===== src/rtl/rr_sched_pkg.sv =====
// Shared definitions for the round-robin grant scheduler: FSM state encoding.
package rr_sched_pkg;

  localparam int unsigned ST_W = 2;

  typedef enum logic [ST_W-1:0] {
    ST_IDLE  = 2'd0,
    ST_OFFER = 2'd1,
    ST_BUSY  = 2'd2
  } st_e;

endpackage


===== src/rtl/rr_priority_pick.sv =====
// Rotating-priority first-one search: the lower copy of req is masked below ptr, the
// upper copy is unmasked, so the first hit in the doubled vector is the round-robin winner.
module rr_priority_pick #(
  parameter int unsigned REQ_NUM_W = 3,
  parameter int unsigned NUM_REQ   = 1 << REQ_NUM_W
) (
  input  logic [NUM_REQ-1:0]   req,
  input  logic [REQ_NUM_W-1:0] ptr,
  output logic                 any,
  output logic [REQ_NUM_W-1:0] idx
);

  logic [2*NUM_REQ-1:0] dbl;
  logic                 found;

  always_comb begin
    dbl = '0;
    for (int i = 0; i < int'(NUM_REQ); i++) begin
      dbl[i]           = req[i] && (i >= int'(ptr));
      dbl[NUM_REQ + i] = req[i];
    end
  end

  always_comb begin
    any   = |req;
    idx   = '0;
    found = 1'b0;
    for (int i = 0; i < 2 * int'(NUM_REQ); i++) begin
      if (!found && dbl[i]) begin
        found = 1'b1;
        idx   = (i >= int'(NUM_REQ)) ? REQ_NUM_W'(i - int'(NUM_REQ)) : REQ_NUM_W'(i);
      end
    end
  end

endmodule


===== src/rtl/rr_grant_scheduler.sv =====
// Round-robin scheduler: picks a requester, offers it with valid/ready, and holds
// ownership until done_i. Grant is exposed as a binary index and a one-hot vector.
module rr_grant_scheduler
  import rr_sched_pkg::*;
#(
  parameter int unsigned REQ_NUM_W = 3,
  parameter int unsigned NUM_REQ   = 1 << REQ_NUM_W
) (
  input  logic                 clk,
  input  logic                 rst_n,
  input  logic [NUM_REQ-1:0]   req_i,
  output logic                 gnt_valid_o,
  input  logic                 gnt_ready_i,
  input  logic                 done_i,
  output logic [REQ_NUM_W-1:0] gnt_idx_o,
  output logic [NUM_REQ-1:0]   gnt_onehot_o,
  output logic                 busy_o
);

  localparam logic [REQ_NUM_W-1:0] LastIdx = REQ_NUM_W'(NUM_REQ - 1);

  st_e                  state_q;
  logic [REQ_NUM_W-1:0] ptr_q;
  logic [REQ_NUM_W-1:0] idx_q;
  logic                 pick_any;
  logic [REQ_NUM_W-1:0] pick_idx;

  rr_priority_pick #(
    .REQ_NUM_W(REQ_NUM_W),
    .NUM_REQ  (NUM_REQ)
  ) u_pick (
    .req(req_i),
    .ptr(ptr_q),
    .any(pick_any),
    .idx(pick_idx)
  );

  always_ff @(posedge clk) begin
    if (!rst_n) begin
      state_q <= ST_IDLE;
      ptr_q   <= '0;
      idx_q   <= '0;
    end else begin
      case (state_q)
        ST_IDLE: begin
          if (pick_any) begin
            idx_q   <= pick_idx;
            state_q <= ST_OFFER;
          end
        end
        ST_OFFER: begin
          // Pointer moves past the accepted owner so it gets lowest priority next time.
          if (gnt_ready_i) begin
            state_q <= ST_BUSY;
            ptr_q   <= (idx_q == LastIdx) ? '0 : idx_q + 1'b1;
          end
        end
        ST_BUSY: begin
          if (done_i) begin
            if (pick_any) begin
              idx_q   <= pick_idx;
              state_q <= ST_OFFER;
            end else begin
              state_q <= ST_IDLE;
            end
          end
        end
        default: state_q <= ST_IDLE;
      endcase
    end
  end

  assign gnt_valid_o = (state_q == ST_OFFER);
  assign busy_o      = (state_q == ST_BUSY);
  assign gnt_idx_o   = idx_q;

  always_comb begin
    gnt_onehot_o = '0;
    if (state_q != ST_IDLE) gnt_onehot_o[idx_q] = 1'b1;
  end

endmodule

===== config.mk =====
export PLATFORM = sky130hd
export DESIGN_NAME = rr_grant_scheduler
export DESIGN_NICKNAME = d
export VERILOG_FILES = /design/src/rtl/rr_sched_pkg.sv /design/src/rtl/rr_priority_pick.sv /design/src/rtl/rr_grant_scheduler.sv
export SDC_FILE = /design/constraint.sdc
export NUM_CORES = 1
export LEC_CHECK = 0
export ABC_AREA = 1
export BUFFER_PORTS_ARGS = -buffer_cell sky130_fd_sc_hd__buf_2
export CORE_MARGIN = 2
export CORE_UTILIZATION = 48
export DETAILED_ROUTE_END_ITERATION = 8
export PLACE_DENSITY_LB_ADDON = 0.2
export SYNTH_ARGS = -nofsm -noshare
export SYNTH_HDL_FRONTEND = slang
export SYNTH_SLANG_ARGS = --single-unit

===== constraint.sdc =====
create_clock -name clk -period 1.8 [get_ports clk]
set_input_delay 0.09 -clock clk [delete_from_list [all_inputs] [get_ports clk]]
set_output_delay 0.09 -clock clk [all_outputs]
set_load 0.01 [all_outputs]

Yosys cells after proc, flatten, opt, wreduce, memory -nomap -nowiden:

Index checks and enable logic that the tools add are counted.

* word-level logic and storage cells: 106
* register bits: 8
* input port bits: 12

* reduce and logical (&&, ||, !) cells: 45
* equality and inequality tests: 6
* $add $sub $neg: 1
* magnitude comparators: 9
* muxes and demuxes: 42

Operator list (number)
* $mux 3: 17
* $logic_and 1x1->1: 23
* $mux 1: 18
* $logic_not 1->1: 15
* $ge 3x3->1 const A: 3
* $mux 8: 1
* $reduce_or 8->1: 1
* $ge 1x3->1 const A: 2
* $ge 2x3->1 const A: 2
* $mux 2: 3
* $pmux 2 s3: 1
* $pmux 3 s2: 1
* $lt 3x4->1 const B: 1
* $ne 2x2->1 const B: 2
* $reduce_and 2->1: 2
* $reduce_bool 2->1: 2
* $add 3x1->3 const B: 1
* $demux 1 s3: 1
* $eq 3x3->1 const B: 1
* $ge 3x1->1 const B: 1
* $reduce_and 3->1: 1
* $eq 2x1->1 const B: 1
* $eq 2x2->1 const B: 1
* $logic_not 2->1: 1
* $ne 2x1->1 const B: 1

Logic depth before layout (Yosys ltp):

* depth in word-level cells: 51
* mapped depth: 13
* depth with buffers taken out: 13

Modules after synthesis:

A second synthesis with hierarchy kept.

* cells, all modules: 134
* area total of the unflattened synthesis: 767.0 sq um

By module, submodules not included
* rr_grant_scheduler: cells an instance 74, seq. area each 160.2 sq um, instances 1, area each 460.4 sq um
* rr_priority_pick: cells an instance 60, seq. area each 0.0 sq um, instances 1, area each 306.5 sq um

Least setup slack after synthesis:

Ideal clock, no wire load.

* kind: flip-flop to flip-flop
* start: reg ptr_q[2]
* end: reg idx_q[1], in the netlist gnt_idx_o[1]
* path buffers: 0
* clock period less this slack: 1.364 ns
* arrival: 1.308 ns
* stages on the path, launching flop included: 13
* setup slack: 0.436 ns
* path through: dfxtp_1 > inv_2 > nand3_1 > nand2_2 > nor2_4 > nand4_4 > nor2_4 > nand4_2 > nor2_2 > nand3_1 > nand3_1 > nand2_1 > inv_1

* word-level cells in the longest chain between the ends: 51
* elaborated cells between the ends (all ways): 76

Ends and longest elaborated chain
* start: declaration: RTL line rr_grant_scheduler.sv:23 `logic [REQ_NUM_W-1:0] ptr_q;`
* start signal: assignment: RTL line rr_grant_scheduler.sv:55 `ptr_q <= (idx_q == LastIdx) ? '0 : idx_q + 1'b1;`
* $ge 1x3->1: RTL line rr_priority_pick.sv:19 `dbl[i] = req[i] && (i >= int'(ptr));`
* $logic_and 1x1->1: RTL line rr_priority_pick.sv:19
* $mux 1: RTL line rr_priority_pick.sv:29 `if (!found && dbl[i]) begin`
* $logic_not 1->1: RTL line rr_priority_pick.sv:29
* $logic_and 1x1->1: RTL line rr_priority_pick.sv:29
* $mux 1: RTL line rr_priority_pick.sv:29
* $logic_not 1->1: RTL line rr_priority_pick.sv:29
* $logic_and 1x1->1: RTL line rr_priority_pick.sv:29
* [... 35 more ...]
* $logic_and 1x1->1: RTL line rr_priority_pick.sv:29
* $mux 1: RTL line rr_priority_pick.sv:29
* $logic_not 1->1: RTL line rr_priority_pick.sv:29
* $logic_and 1x1->1: RTL line rr_priority_pick.sv:29
* $mux 3 (*): RTL line rr_priority_pick.sv:29
* $mux 3 (*): RTL line rr_grant_scheduler.sv:46, rr_grant_scheduler.sv:60
* $mux 3: RTL line rr_grant_scheduler.sv:59 `if (done_i) begin`
* $pmux 3 s2 (*): RTL line rr_grant_scheduler.sv:44 `case (state_q)`
* end signal: assignment: RTL line rr_grant_scheduler.sv:47 `idx_q <= pick_idx;`
* end signal: assignment: RTL line rr_grant_scheduler.sv:61 `idx_q <= pick_idx;`
* end: declaration: RTL line rr_grant_scheduler.sv:24 `logic [REQ_NUM_W-1:0] idx_q;`

Mark *: on every way between the ends. The rest lies on a longest branch, timed or not. The select of a mux whose other input is x is not followed.
A chain may end at the register's enable or synchronous reset.

Worst setup path in the final report:

* start: reg ptr_q[2]
* end: reg idx_q[0], in the netlist gnt_idx_o[0]

The elaborated chain is that of the path after synthesis.

==> impl_metrics.toml <==
[sta]
finalHoldViolCount = 0
timing.fmax_ghz = 0.6518
finClkSkew_ns = 0.007549
finalCritPeriodShare = 0.8523
setup_violations = 0
tightest_slew_ns = 0.3840
fin_tns_setup_ns = 0
rsz0062_at_grt = "no"
maxSlewHeadroom = 0.7420
min_period_ns = 1.534
drv_slew = 0

[grt]
grt_pass1_vias = 711
antenna_found_initial = 0
track_usage = 0.2145
overflow = 0
grt_first_pass_wirelength_mm = 2.891
grt_max_degree = 8

[setup_path]
worstSetupPathType = "reg -> reg"
worstPathMaxFanout = 6
cp.required_ns = 2.02
rr_worst_depth = 12
path_cells = "inv_2 > nand3_1 > nand2_2 > nor2_4 > nand4_4 > nor2_4 > nand4_2 > nor2_2 > nand2_1 > nand3_1 > nand2_1 > inv_1"
path_delay_family = "simple AND/OR/NAND/NOR gates"
end_kind = "register"
slowest_stage = "dfxtp_1"
crit_cells = 12
critPathBufInv = 2
slowest_delay_ns = 0.36
cp_data_arrival_time_ns = 1.75
cp-start-kind = "register"

[route]
num_vias = 800
first_iter_violations = 8
routed_wl_mm = 1.740
ant_nets = 0
firstDrtPassIters = 4
viasPerCell = 5.096
routedWlPerCell_um = 11.08
drc_errors = 0

[clock_tree]
cts_buffers = 3
cts_tree = "yes"
clk_pin_slew_ns = 0.06
holdBufCountCts = 0
cts_setup_buffers = 0
cts.repair.resized = 0
cts.sinks = 8
insertion_delay_ns = 0.27
cts_max_level = 1
cts_root_buffer = "clkbuf_4"
clockBufferDepth = 2

[cells_and_area]
nets = 158
area_growth_pct = 22.99
final_common_cell = "buf_2"
drive_gt1_frac = 0.2817
antenna_cells = 0
finalNonFillerCells = 157
layout_common_cells = "buf_2, inv_1, nand2_1"

[pwr]
p_per_area_mw_per_mm2 = 633.3
leakage_nw = 0.4613
peakVddDrop_mv = 0.4189

[yosys]
synthCells = 115
yosysWarnings = 0
synth_top_cell_by_area = "dfxtp_1"
netlist_area_um2 = 701.9
synth.ff_latch_count = 8
syn_avg_cell_area_um2 = 6.104
synth_top_cell_area_share = 0.2282
synth_nets = 129
seq_area_frac_synth = 0.2282
synth_area_leaders = "dfxtp_1, inv_1, nand2_1"
synth_cell_types = 24

[min_path]
min_path_type = "in -> reg"
holdPathStages = 3

[floorplanning]
dieWidth_um = 42.24
ios = 25
start_util = 0.5263
die_area_mm2 = 0.001784
die_y_um = 42.24
core_area_mm2 = 0.001334
rows = 13

[run_status]
status = "completed"

[placement]
dp_hpwl_mm = 1.478
io_buffers = 24
gp_congestion = 0.8944
dp.cells = 154

[run]
drv_cap = 0
## logic make-up (layout without fill, tap and decap cells)
group / after synthesis / in the layout / synth area share
AOI/OAI and AO/OA: 21 / 21 / 0.1711
and+or+nand+nor: 60 / 60 / 0.4367
DFF: 8 / 8 / 0.2282
adders and majority gates: 2 / 2 / 0.03564
buffers and inverters: 24 / 51 / 0.1283
## cell usage after synthesis, drive strengths merged
master	count
inv	24
nand2	23
nor2	22
a21oi	10
dfxtp	8
nand3	8
o21ai	7
nor3	3
a211oi	2
ha	2
nand4	2
nor3b	1
nor4	1
o2bb2ai	1
o31ai	1
## through the flow
step	hold slack (ns)	power [W]	instance area [um^2]	setup WS, ns	util
2_1_floorplan	0.2284	0.0003403	701.9	0.4360	-
3_3_place_gp	0.3591	0.0004017	840.8	0.3312	0.6304
3_5_place_dp	0.3623	0.0004046	840.8	0.2813	0.6304
4_1_cts	0.08214	0.0005494	863.3	0.2669	0.6473
5_1_grt	0.08550	0.0005904	863.3	0.1001	0.6473
6_report	0.08937	0.0005467	863.3	0.2659	0.6473
## flip-flops by register name, summed over array words and instances (netlist names)
| signal | flops |
|---|---|
| gnt_idx_o | 3 |
| ptr_q | 3 |
| state_q | 2 |
## path summary, 6_finish.rpt
| kind | startpoint | to | slack [ns] |
|---|---|---|---|
| max reg2reg | ptr_q[2] | gnt_idx_o[0] | 0.27 |
| min reg2reg | ptr_q[1] | ptr_q[1] | 0.52 |
| min | rst_n | gnt_idx_o[2] | 0.09 |
| max | ptr_q[2] | gnt_idx_o[0] | 0.27 |
## cell type report
type,instances,area (um^2)
clock buffers,3,22.52
fillers,125,470.5
inverters,24,90.09
multi-input cells,83,451.7
flip-flops and latches,8,160.2
well taps,15,18.77
repair buffers,24,120.1
## power by group
group	internal, W	leakage [nW]	total (W)	switching, W
clock network	0.0000768	0.0138	0.000145	0.0000684
registers	0.000194	0.0660	0.000212	0.0000177
logic	0.0000698	0.381	0.000190	0.000120
total	0.000341	0.461	0.000547	0.000206
## worst min-delay path, delay by kind of cell
kind                   cells  cell delay, ns
buffers and inverters      1            0.12
AOI/OAI and AO/OA          2            0.10
## per-layer routing
layer  up-vias  part of all wire  GRT usage
li1        425                 -          -
met1       351              0.46     0.2565
met2        22              0.48     0.3385
met3         2             0.055    0.08190
met4         0            0.0086    0.09375
met5         -                 0          0
No activity file was read; power rests on OpenSTA's default activity.
